## config.mk

```make
export PLATFORM = sky130hd
export DESIGN_NAME = stump_control
export DESIGN_NICKNAME = d
export VERILOG_FILES = /design/src/rtl/stump_control.sv
export SDC_FILE = /design/constraint.sdc
export NUM_CORES = 1
export LEC_CHECK = 0
export BUFFER_PORTS_ARGS = -buffer_cell sky130_fd_sc_hd__buf_2
export CORE_MARGIN = 1
export CORE_UTILIZATION = 45
export CTS_BUF_LIST = sky130_fd_sc_hd__clkbuf_16
export DETAILED_ROUTE_END_ITERATION = 12
export GPL_TIMING_DRIVEN = 0
export PLACE_DENSITY = 0.81
export REMOVE_ABC_BUFFERS = 1
export SYNTH_ARGS = -nofsm -noshare
export SYNTH_HDL_FRONTEND = slang
export SYNTH_SLANG_ARGS = --single-unit
```

## constraint.sdc

```tcl
create_clock -name clk -period 6.2 [get_ports clk]
set_clock_uncertainty 0.2 [all_clocks]
set_input_delay 0.31 -clock clk [delete_from_list [all_inputs] [get_ports clk]]
set_output_delay 0.31 -clock clk [all_outputs]
set_load 0.01 [all_outputs]
```

## src/rtl/stump_control.sv

```systemverilog
// Stump processor control unit: instruction register, FETCH/EXECUTE/MEMORY
// sequencer, ALU/register-bank/memory control decode, condition-code register
// and branch-condition evaluation. All control outputs are decoded from the
// current state and the latched instruction only.
module stump_control (
    input  logic        clk,
    input  logic        rst,
    input  logic [15:0] instr,
    input  logic [3:0]  flags_in,
    output logic [1:0]  state,
    output logic [15:0] ir,
    output logic [3:0]  cc,
    output logic [2:0]  func,
    output logic        c_in,
    output logic [2:0]  srcA,
    output logic [2:0]  srcB,
    output logic [2:0]  dest,
    output logic [1:0]  shift_op,
    output logic        imm_sel,
    output logic [15:0] imm16,
    output logic        reg_write,
    output logic        data_sel,
    output logic        addr_sel,
    output logic        addr_en,
    output logic        mem_ren,
    output logic        mem_wen,
    output logic        pc_inc,
    output logic        cond_met
);

    typedef enum logic [1:0] {
        S_FETCH   = 2'b00,
        S_EXECUTE = 2'b01,
        S_MEMORY  = 2'b10,
        S_ILLEGAL = 2'b11
    } state_t;

    typedef enum logic [2:0] {
        OP_ADD  = 3'b000,
        OP_ADC  = 3'b001,
        OP_SUB  = 3'b010,
        OP_SBC  = 3'b011,
        OP_AND  = 3'b100,
        OP_OR   = 3'b101,
        OP_LDST = 3'b110,
        OP_BCC  = 3'b111
    } op_t;

    localparam logic [2:0] PC_REG   = 3'd7;
    localparam logic [2:0] FUNC_ADD = 3'b000;

    state_t state_q;
    state_t state_d;

    // Instruction fields, all taken from the latched instruction.
    op_t         op;
    logic        is_imm;
    logic        s_bit;      // S for ALU ops, L/S (1 = store) for LD/ST
    logic [2:0]  rd;
    logic [2:0]  ra;
    logic [2:0]  rb;
    logic [1:0]  shift_fld;
    logic [4:0]  imm5;
    logic [3:0]  cond;
    logic [7:0]  offset;
    logic        is_alu;
    logic [15:0] imm5_ext;
    logic [15:0] offset_ext;
    logic        cc_write;

    assign op         = op_t'(ir[15:13]);
    assign is_imm     = ir[12];
    assign s_bit      = ir[11];
    assign rd         = ir[10:8];
    assign ra         = ir[7:5];
    assign rb         = ir[4:2];
    assign shift_fld  = ir[1:0];
    assign imm5       = ir[4:0];
    assign cond       = ir[11:8];
    assign offset     = ir[7:0];
    assign is_alu     = (ir[15:14] != 2'b11);
    assign imm5_ext   = {{11{imm5[4]}}, imm5};
    assign offset_ext = {{8{offset[7]}}, offset};

    // Flags are only captured at the end of EXECUTE of an ALU op with S set;
    // an asynchronous reset during EXECUTE wins and discards the update.
    assign cc_write   = (state_q == S_EXECUTE) && is_alu && s_bit;

    assign state = state_q;
    // Carry-in is the register value, so ADC/SBC see the carry from before
    // the instruction that is currently executing.
    assign c_in  = cc[0];

    // State register.
    always_ff @(posedge clk or posedge rst) begin
        // NOTE: sequential state uses non-blocking assignments so every
        // register samples pre-edge values regardless of block ordering.
        if (rst) begin
            state_q <= S_FETCH;
        end else begin
            state_q <= state_d;
        end
    end

    // Instruction register: loaded from memory read data during FETCH.
    always_ff @(posedge clk or posedge rst) begin
        if (rst) begin
            ir <= 16'h0000;
        end else if (state_q == S_FETCH) begin
            ir <= instr;
        end
    end

    // Condition-code register: captures ALU flags {N,Z,V,C}.
    always_ff @(posedge clk or posedge rst) begin
        if (rst) begin
            cc <= 4'b0000;
        end else if (cc_write) begin
            cc <= flags_in;
        end
    end

    // Branch condition evaluation from cc and the condition field.
    always_comb begin
        logic n_f;
        logic z_f;
        logic v_f;
        logic c_f;
        n_f = cc[3];
        z_f = cc[2];
        v_f = cc[1];
        c_f = cc[0];
        // NOTE: every combinational output gets a default first so no path
        // through the case can leave it unassigned and infer a latch.
        cond_met = 1'b0;
        case (cond)
            4'h0: cond_met = 1'b1;                      // AL
            4'h1: cond_met = 1'b0;                      // NV
            4'h2: cond_met = !c_f && !z_f;              // HI
            4'h3: cond_met = c_f || z_f;                // LS
            4'h4: cond_met = !c_f;                      // CC
            4'h5: cond_met = c_f;                       // CS
            4'h6: cond_met = !z_f;                      // NE
            4'h7: cond_met = z_f;                       // EQ
            4'h8: cond_met = !v_f;                      // VC
            4'h9: cond_met = v_f;                       // VS
            4'hA: cond_met = !n_f;                      // PL
            4'hB: cond_met = n_f;                       // MI
            4'hC: cond_met = (n_f == v_f);              // GE
            4'hD: cond_met = (n_f != v_f);              // LT
            4'hE: cond_met = !z_f && (n_f == v_f);      // GT
            4'hF: cond_met = z_f || (n_f != v_f);       // LE
            default: cond_met = 1'b0;
        endcase
    end

    // Next-state logic: only LD/ST visits MEMORY; the unused encoding recovers.
    always_comb begin
        state_d = S_FETCH;
        case (state_q)
            S_FETCH:   state_d = S_EXECUTE;
            S_EXECUTE: state_d = (op == OP_LDST) ? S_MEMORY : S_FETCH;
            S_MEMORY:  state_d = S_FETCH;
            S_ILLEGAL: state_d = S_FETCH;
            default:   state_d = S_FETCH;
        endcase
    end

    // Control decode: everything not asserted for the current state stays 0.
    always_comb begin
        func      = FUNC_ADD;
        srcA      = 3'd0;
        srcB      = 3'd0;
        dest      = 3'd0;
        shift_op  = 2'b00;
        imm_sel   = 1'b0;
        imm16     = 16'h0000;
        reg_write = 1'b0;
        data_sel  = 1'b0;
        addr_sel  = 1'b0;
        addr_en   = 1'b0;
        mem_ren   = 1'b0;
        mem_wen   = 1'b0;
        pc_inc    = 1'b0;

        case (state_q)
            S_FETCH: begin
                // Read the instruction at PC and advance PC.
                mem_ren = 1'b1;
                pc_inc  = 1'b1;
            end

            S_EXECUTE: begin
                if (op == OP_BCC) begin
                    // PC-relative branch: R7 <= R7 + offset when taken.
                    func      = FUNC_ADD;
                    srcA      = PC_REG;
                    dest      = PC_REG;
                    imm_sel   = 1'b1;
                    imm16     = offset_ext;
                    reg_write = cond_met;
                end else begin
                    // ALU ops use their own function; LD/ST adds base + offset.
                    func = is_alu ? ir[15:13] : FUNC_ADD;
                    srcA = ra;
                    srcB = rb;
                    dest = rd;
                    if (is_imm) begin
                        imm_sel = 1'b1;
                        imm16   = imm5_ext;
                    end else begin
                        shift_op = shift_fld;
                    end
                    if (is_alu) begin
                        reg_write = 1'b1;
                        data_sel  = 1'b0;
                    end else begin
                        addr_en = 1'b1;
                    end
                end
            end

            S_MEMORY: begin
                addr_sel = 1'b1;
                if (s_bit) begin
                    // Store: Rd supplies the write data on read port A.
                    mem_wen = 1'b1;
                    srcA    = rd;
                end else begin
                    // Load: memory data is written back into Rd.
                    mem_ren   = 1'b1;
                    reg_write = 1'b1;
                    data_sel  = 1'b1;
                    dest      = rd;
                end
            end

            S_ILLEGAL: begin
                // All strobes held low; the sequencer returns to FETCH.
            end

            default: begin
            end
        endcase
    end

endmodule

```

==> results of run 1 <==
[power breakdown]
| group | total (W) | internal [W] | leakage (nW) | switching [W] |
|---|---|---|---|---|
| Combinational | 0.000698 | 0.000347 | 0.676 | 0.000351 |
| Sequential | 0.000338 | 0.000216 | 0.259 | 0.000122 |
| Clock | 0.000178 | 0.000128 | 0.0511 | 0.0000496 |
[synth_stat cells]
cell / n
a21boi_0: 3
mux2i_1: 1
buf_4: 10
o21ai_0: 3
a21oi_1: 7
ha_1: 3
buf_1: 2
buf_6: 1
nor3b_1: 3
o22a_1: 1
o31ai_1: 1
o22ai_1: 1
a311oi_2: 1
nand2b_1: 4
a22o_1: 1
o21a_1: 4
inv_1: 5
mux4_2: 1
xor2_1: 2
nand3_1: 3
and3_1: 5
and3b_1: 1
nand2_1: 17
nand4b_1: 1
dfrtp_1: 22
nor2_1: 2
nor2b_1: 1
mux2_2: 22
and2_1: 6
buf_2: 1
nor3_1: 2
o211ai_1: 2
clkbuf_1: 3
[sequential cells by signal, indices dropped and copies added, names as in the netlist]
register	count
state	2
cc	4
ir	16
[logic make-up after synthesis]
kind of cell / Yosys count / synth area share
simple gates: 45 / 0.167
fa+ha+maj: 3 / 0.0265
xor+xnor: 2 / 0.0124
compound gates: 24 / 0.116
buf+inv: 22 / 0.0911
flops: 22 / 0.389
mux: 24 / 0.198
[per-stage QoR]
stage               std cells  setup WS (ns)
floorplan                 125           2.82
detailed placement        250           3.87
finish                    254           3.58
global route              254           3.37
global placement          250           3.90
CTS                       254           3.57
[metal layers]
metal / up-vias / global-route usage
li1: 631 / -
met1: 614 / 0.278
met2: 32 / 0.366
met3: 2 / 0.0491
met4: 0 / 0.0374
met5: - / 0
[cell type report]
cell class | count | share of cell area
clock inverter | 1 | 0.0160
tap | 42 | 0.0280
multi-input combinational | 98 | 0.392
inverter | 5 | 0.00999
sequential | 22 | 0.293
clock buffer | 3 | 0.0400
timing repair buffer | 83 | 0.221
[worst min path at each step]
stage / slack [ns] / depth (start not counted) / end
after floorplan: 0.1 / 1 / cc[0]
after global placement: 0.31 / 2 / ir[11]
after detailed placement: 0.31 / 2 / ir[13]
after CTS: 0.04 / 2 / ir[13]
after global routing: 0.08 / 2 / ir[2]
final: 0.006 / 2 / ir[11]
[worst reg2reg max path, stage by stage, from the launching register on]
cell     delay (ns)
dfrtp_1        0.40
inv_1          0.09
ha_1           0.71
mux2_2         0.42
==> impl_results.md, run 1 <==
- Worst R2R Start: state[1]
- Vias/cell: 5.04
- # H-tree levels: 1
- Largest net degree at the start of global routing: 23
- Post-synth top area cell: dfrtp_1
- GR Overflow Total: 0
- Arrival time worst endpoint: 2.11 ns
- Register bit count reported by yosys: 22
- First-pass GRT wire length: 5.56 mm
- IO Count: 84
- Buffers added on ports: 83
- Setup crit end: reg_write
- Die area: 0.00337 sq mm
- # fillers: 266
- Core Footprint: 0.00288 sq mm
- FP Rows: 19
- Final hold violation count: 0
- Worst r2r path cells: 3
- Synth Warn #: 0
- Initial antenna violation count: 0
- Area delta synth->final: 32.7%
- Initial core utilization: 0.492
- Worst hold slack: 0.00602 ns
- Metal3 WL: 131 microns
- Antenna viol nets, final: 0
- Vias: 1279
- Setup Viol. Count Final: 0
- Slew of the pin with the lowest slew margin: 0.839 ns
- Share of layout cells above drive strength 1: 0.524
- Most common cell after layout, fill and taps aside: buf_2
- Fin. max-slew vios: 0
- Startpoint types: flip-flop
- Met2 WL: 1.74 mm
- Slew headroom: 0.441
- CTS Hold Buffers Added: 0
- Util after Layout: 0.653
- Slowest-stage cell, CP: dfrtp_1
- DR top layer: met4
- Post-Syn Area: 0.00142 sq mm
- Leakage: 0.986 nW
- Mean area per synthesized cell: 9.97 sq um
- Drc violations: 0
- Ant. Diodes: 0
- Post-Synthesis Cells: 142
- M1 WL: 1.49 mm
- Share of the synthesized area in the top cell type: 0.389
- Worst hold-check path type: input pin to async pin
- Fmax: 382 MHz
- Setup Crit Path Kind: flip-flop to output pin
- Vias in the first global route: 1177
- Fin nets: 238
- Crit. Startpoint: ir[8]
- Largest cells by area after synthesis: dfrtp_1 (39%), mux2_2 (18%), buf_4 (5.3%), nand2_1 (4.5%), and2_1 (2.7%)
- P per Cell Area: 646 mW/mm^2
- Die Ht: 58.1 microns
- Seq/Total Area, Yosys: 0.389
- TNS Setup: 0 ns
- Most frequent cells in the layout: buf_2 (83), mux2_2 (22), dfrtp_1 (22), nand2_1 (17), a21oi_1 (7)
- Area of the multi-input gates: 736 sq um
- Worst reg2reg endpoint: ir[10]
- Insertion delay to the later sink of the worst-skew pair: 0.25 ns
- R2R setup slack: 4.27 ns
- CTS tree: built
- Final Wtd Congestion: 0.760
- Cells along the critical path: xor2_1 -> mux2_2 -> o22ai_1 -> nand2_1 -> a311oi_2 -> buf_2
- Max clock buf depth: 2
- DRT Pass-1 Iters: 4
- Unrepaired setup endpoints after global routing: no
- Critical path capture point type: output pin
- Post CTS Setup Buffer Count: 0
- Maximum vdd drop: 404 uV
- Clock sinks: 22
- Clock slew at reported path FFs: 0.06 ns
- Final HPWL DP: 2.46 mm
- Netlist cell types: 33
- # resized after CTS: 0
- Final total power: 0.00121 W
- First-iteration detailed-routing DRC count: 59
- WP depth: 6
- Design Area, Final: 0.00188 sq mm
- Shortest period the worst path allows: 2.62 ns
- Clk root buf: clkbuf_16
- Max-capacitance violation count: 0
- Required @ worst endpoint: 5.69 ns
- Fin crit share: 0.422
- Outcome: finished, final reports clean
- Die X: 58.1 microns
- CP max stage delay: 0.61 ns
- CP Buf/Inv Count: 1
- Area after DPL: 0.00177 sq mm
- Routed wire length: 3.39 mm
- Crit path max fanout: 13
- Gr usage total: 0.213
- Register area: 551 sq um
- Number of buffers created by CTS: 3
- WL per Instance: 13.3 microns
- CP top delay family: flip-flops
(Power assumes the default switching activity.)
==> run 2: changes to the inputs <==
--- a/config.mk
+++ b/config.mk
@@ -5,13 +5,14 @@
 export SDC_FILE = /design/constraint.sdc
 export NUM_CORES = 1
 export LEC_CHECK = 0
+export ABC_AREA = 1
 export BUFFER_PORTS_ARGS = -buffer_cell sky130_fd_sc_hd__buf_2
 export CORE_MARGIN = 1
-export CORE_UTILIZATION = 45
+export CORE_UTILIZATION = 39
 export CTS_BUF_LIST = sky130_fd_sc_hd__clkbuf_16
 export DETAILED_ROUTE_END_ITERATION = 12
 export GPL_TIMING_DRIVEN = 0
-export PLACE_DENSITY = 0.81
+export PLACE_DENSITY = 0.74
 export REMOVE_ABC_BUFFERS = 1
 export SYNTH_ARGS = -nofsm -noshare
 export SYNTH_HDL_FRONTEND = slang
==> constraint.sdc (replaced) <==
create_clock -name clk -period 2.3 [get_ports clk]
set_clock_uncertainty 0.2 [all_clocks]
set_input_delay 0.115 -clock clk [delete_from_list [all_inputs] [get_ports clk]]
set_output_delay 0.115 -clock clk [all_outputs]
set_load 0.01 [all_outputs]
==> impl_results.md, run 2 <==
- Post-synth top area cell: dfrtp_1
- Largest cells by area after synthesis: dfrtp_1 (39%), nand2_1 (15%), o21ai_0 (7.7%), inv_1 (7.6%), buf_4 (4.7%)
- Fin nets: 325
- Commonest cells post-synth: nand2_1 (57), inv_1 (29), dfrtp_1 (22), o21ai_0 (22), nor2_1 (17)
- Largest register FFs: 16
- Required @ worst endpoint: 1.99 ns
- Max-capacitance violation count: 0
- Clock sinks: 22
- Register bank with the most flops: ir
- DRT Pass-1 Iters: 4
- Crit path max fanout: 8
- Initial core utilization: 0.418
- Most frequent cells in the layout: buf_2 (83), nand2_1 (57), inv_1 (29), o21ai_0 (22), dfrtp_1 (22)
- Post CTS Setup Buffer Count: 0
- Final total power: 0.00301 W
- Post-synthesis async set-or-reset flop share: 1.00
- Routed wire length: 3.78 mm
- Fin. max-slew vios: 0
- # H-tree levels: 1
- Vias/cell: 4.65
- Drc violations: 0
- Unrepaired setup endpoints after global routing: no
- Ant. Diodes: 0
- Leakage: 1.26 nW
- Largest net degree at the start of global routing: 37
- Die area: 0.00391 sq mm
- Vias: 1603
- Share of the synthesized area in the top cell type: 0.386
- P per Cell Area: 1420 mW/mm^2
- TNS Setup: 0 ns
- Slew headroom: 0.446
- Setup Viol. Count Final: 0
- Seq/Total Area, Yosys: 0.386
- First-iteration detailed-routing DRC count: 53
- Shortest period the worst path allows: 2.16 ns
- Final hold violation count: 0
- FP Rows: 21
- Setup Crit Path Kind: flip-flop to output pin
- Gr usage total: 0.201
- WL per Instance: 11.0 microns
- Startpoint types: flip-flop
- Worst hold slack: 0.333 ns
- Max clock buf depth: 2
- Die Ht: 62.5 microns
- Critical path capture point type: output pin
- GR Overflow Total: 0
- Fmax: 463 MHz
- Vias in the first global route: 1472
- Die X: 62.5 microns
- Top_reg_cell synth: dfrtp_1
- Synth Warn #: 0
- Worst hold-check path type: flip-flop to flip-flop
- Maximum vdd drop: 648 uV
- Fin crit share: 0.939
- EDFF count, synth: 0
- First-pass GRT wire length: 6.35 mm
- CTS tree: built
- Register bit count reported by yosys: 22
- Final HPWL DP: 2.77 mm
- Slew of the pin with the lowest slew margin: 0.830 ns
- Post-Syn Area: 0.00143 sq mm
- Core Footprint: 0.00342 sq mm
- Antenna viol nets, final: 0
- Post-Synthesis Cells: 203
- Area delta synth->final: 48.3%
- Most frequent cell after synthesis: nand2_1
- Share of layout cells above drive strength 1: 0.344
- Insertion delay to the later sink of the worst-skew pair: 0.25 ns
- Outcome: finished, final reports clean
- Netlist cell types: 24
- Buffers added on ports: 83
- Initial antenna violation count: 0
- Mean area per synthesized cell: 7.03 sq um
- Arrival time worst endpoint: 1.84 ns
- IO Count: 84
- Number of buffers created by CTS: 3
- Clk root buf: clkbuf_16
- Most common cell after layout, fill and taps aside: buf_2
- Final Wtd Congestion: 0.820
- Clock slew at reported path FFs: 0.06 ns
run 2: cell types whose count changed after synthesis, moves of 5 or more:
| cell | change |
|---|---|
| nor2_1 | +15 |
| and3_1 | -5 |
| nand2_1 | +40 |
| a21oi_1 | +5 |
| mux2_2 | -22 |
| inv_1 | +24 |
| and2_1 | -6 |
| o21ai_0 | +19 |
run 2: kinds of logic (layout without fill, tap and decap cells):
kind of cell,count (synthesis),in the layout,synth area share
compound gates,39,39,0.150
fa+ha+maj,3,3,0.0263
buf+inv,46,142,0.147
flops,22,22,0.386
simple gates,93,93,0.291
run 2: worst max-delay path, cell delays in order, from the launching register on:
cell      delay (ns)
dfrtp_1         0.40
inv_1           0.09
ha_1            0.34
inv_1           0.22
a221oi_1        0.35
buf_2           0.19
run 2: path summary, 6_finish.rpt:
check                      startpoint  cells after the start  slack, ns        to
setup / recovery             state[1]                      5       0.14   dest[0]
hold / removal                 ir[13]                      1       0.33  state[1]
setup reg to reg             state[1]                      5       0.62     cc[3]
hold reg to reg                ir[13]                      1       0.33  state[1]
max in group asynchronous         rst                      3       1.02     ir[6]
min in group asynchronous         rst                      3       0.37     cc[0]
run 2: what timing repair did:
action / CTS / global route
gates resized for setup: 0 / 2
endpoints found under the hold margin: 42 / 0
endpoints found under the setup margin: 0 / 11
hold buffers: 21 / 0
run 2: layout make-up:
class	instances	area [sq um]
Fill cell	332	1300
Multi-Input combinational cell	135	673
Timing Repair Buffer	104	626
Sequential cell	22	551
Inverter	34	131
Clock buffer	3	75.1
Tap cell	46	57.6
Clock inverter	1	3.75
run 2: power breakdown:
group	switching [W]	total, W	internal [W]	leakage, nW
clock	0.000138	0.000370	0.000232	0.0385
combinational	0.00116	0.00186	0.000700	0.955
sequential	0.000203	0.000779	0.000576	0.264
total	0.00150	0.00301	0.00151	1.26
run 2: stage by stage:
step,instances,setup slack [ns],utilization,instance area (sq um)
2_1_floorplan,191,-0.353,-,1350
3_3_place_gp,320,0.329,0.533,1820
3_5_place_dp,320,0.305,0.533,1820
4_1_cts,345,0.0320,0.618,2110
5_1_grt,345,0.0169,0.620,2120
6_report,345,0.140,0.620,2120
run 2: layer usage:
layer / GRT usage / wire [microns]
met2: 0.391 / 1970
met3: 0.0292 / 191
met1: 0.223 / 1590
met5: 0 / 0
met4: 0.0523 / 34
==> run 3: changes to the inputs <==
--- a/config.mk
+++ b/config.mk
@@ -13,7 +13,6 @@
 export DETAILED_ROUTE_END_ITERATION = 12
 export GPL_TIMING_DRIVEN = 0
 export PLACE_DENSITY = 0.74
-export REMOVE_ABC_BUFFERS = 1
 export SYNTH_ARGS = -nofsm -noshare
 export SYNTH_HDL_FRONTEND = slang
 export SYNTH_SLANG_ARGS = --single-unit
==> impl_results.md, run 3 (same netlist as run 2, synthesis figures left out) <==
- Outcome: finished, final reports clean
- Final HPWL DP: 3.00 mm
- Cell total after placement: 332
- Startpoint types: flip-flop
- Critical path capture point type: output pin
- Crit path max fanout: 9
- Max clock buf depth: 2
- Slew headroom: 0.431
- Post CTS Setup Buffer Count: 0
- Max-capacitance violation count: 0
- First-pass GRT wire length: 7.39 mm
- Share of layout cells above drive strength 1: 0.360
- Die area: 0.00391 sq mm
- WL per Instance: 12.3 microns
- Worst hold-check path type: flip-flop to flip-flop
- Drc violations: 0
- Register bank with the most flops: ir
- Die X: 62.5 microns
- Shortest period the worst path allows: 2.16 ns
- Arrival time worst endpoint: 1.85 ns
- Number of buffers created by CTS: 3
- Initial antenna violation count: 0
- Vias in the first global route: 1589
- Clock slew at reported path FFs: 0.06 ns
- Final std cells w/o fill: 357
- Fin nets: 337
- CP top delay family: buffers and inverters
- Register area: 551 sq um
- Clock sinks: 22
- Design Area, Final: 0.00220 sq mm
- Fmax: 462 MHz
- First-iteration detailed-routing DRC count: 96
- Setup Viol. Count Final: 0
- Fin. max-slew vios: 0
- Routed wire length: 4.39 mm
- Final Wtd Congestion: 0.852
- Cells along the critical path: inv_2 -> nor2_8 -> inv_4 -> nand2_4 -> nand2_4 -> clkinv_2 -> o21ai_2 -> a21oi_4 -> buf_4 -> buf_2
- # H-tree levels: 1
- DRT Pass-1 Iters: 4
- Core Footprint: 0.00342 sq mm
- Most frequent cells in the layout: buf_2 (83), nand2_1 (57), inv_1 (29), o21ai_0 (22), dfrtp_1 (22)
- IO Count: 84
- P per Cell Area: 1450 mW/mm^2
- Vias/cell: 4.72
- GR Overflow Total: 0
- Required @ worst endpoint: 1.99 ns
- # fillers: 319
- Largest register FFs: 16
- Gr usage total: 0.234
- Ant. Diodes: 0
- Leakage: 1.31 nW
- Cell repeated most along the worst path: nand2_4
- Setup Crit Path Kind: flip-flop to output pin
- Initial core utilization: 0.418
- Clk root buf: clkbuf_16
- Buffers added on ports: 83
- TNS Setup: 0 ns
- CP max stage delay: 0.44 ns
- Area delta synth->final: 54.3%
- Slew of the pin with the lowest slew margin: 0.853 ns
- Unrepaired setup endpoints after global routing: no
- Antenna viol nets, final: 0
- Maximum vdd drop: 717 uV
- Vias: 1686
- Most common cell after layout, fill and taps aside: buf_2
- FP Rows: 21
- Area of the multi-input gates: 681 sq um
- Final hold violation count: 0
- CTS tree: built
- Fin crit share: 0.941
- Insertion delay to the later sink of the worst-skew pair: 0.25 ns
- Post-synthesis net count: 228
- Die Ht: 62.5 microns
- Area after DPL: 0.00190 sq mm
- Slowest-stage cell, CP: dfrtp_1
- CP Buf/Inv Count: 5
- Largest net degree at the start of global routing: 23
==> run 3: layout make-up <==
cell class                 count  area share
tap                           46      0.0261
clock inverter                 1     0.00170
multi-input combinational    135       0.309
buffer                        12      0.0358
inverter                      34      0.0596
sequential                    22       0.250
clock buffer                   3      0.0341
timing repair buffer         104       0.284
==> run 3: worst reg2reg max path: cells and delay by family (launching register included) <==
family / cells / cell delay (ns)
buffers and inverters: 2 / 0.51
flip-flops: 1 / 0.40
adder cells (fa/ha/maj): 1 / 0.33
AND/OR/NAND/NOR: 1 / 0.10
AO/OA/AOI/OAI: 1 / 0.09
==> run 3: worst paths after layout <==
path                                from         to  slack [ns]  depth (start not counted)
worst min register to register    ir[13]   state[1]        0.36                          1
min in group asynchronous            rst      cc[1]        0.38                          3
worst min-delay path              ir[13]   state[1]        0.36                          1
max in group asynchronous            rst     ir[10]        1.00                          3
worst max register to register  state[0]      ir[8]        0.59                          5
worst max-delay path              ir[13]  imm16[15]        0.14                         10
==> run 3: stage by stage <==
stage               hold WS [ns]   util  power, W  setup WS (ns)
finish                     0.358  0.645   0.00318          0.136
global route               0.386  0.645   0.00347         0.0178
CTS                        0.348  0.642   0.00315         0.0515
detailed placement         0.128  0.556   0.00275          0.143
global placement           0.119  0.556   0.00272          0.166
floorplan                -0.0958      -   0.00202          0.256
==> run 3: power by group <==
| part | internal [W] | switching (W) |
|---|---|---|
| Combinational | 0.000780 | 0.00124 |
| Clock | 0.000232 | 0.000140 |
| Sequential | 0.000575 | 0.000218 |
| Total | 0.00159 | 0.00160 |
==> run 3: metal layers <==
metal / track usage / vias to the layer above / part of all wire
li1: - / 844 / -
met1: 0.307 / 772 / 0.45
met2: 0.391 / 64 / 0.48
met3: 0.0456 / 6 / 0.059
met4: 0.0610 / 0 / 0.010
met5: 0 / - / 0
==> run 3: repair_timing <==
action                                  CTS  global route
gates resized for setup                   1             2
endpoints found under the hold margin    42             0
hold buffers                             21             0
endpoints found under the setup margin    9             9
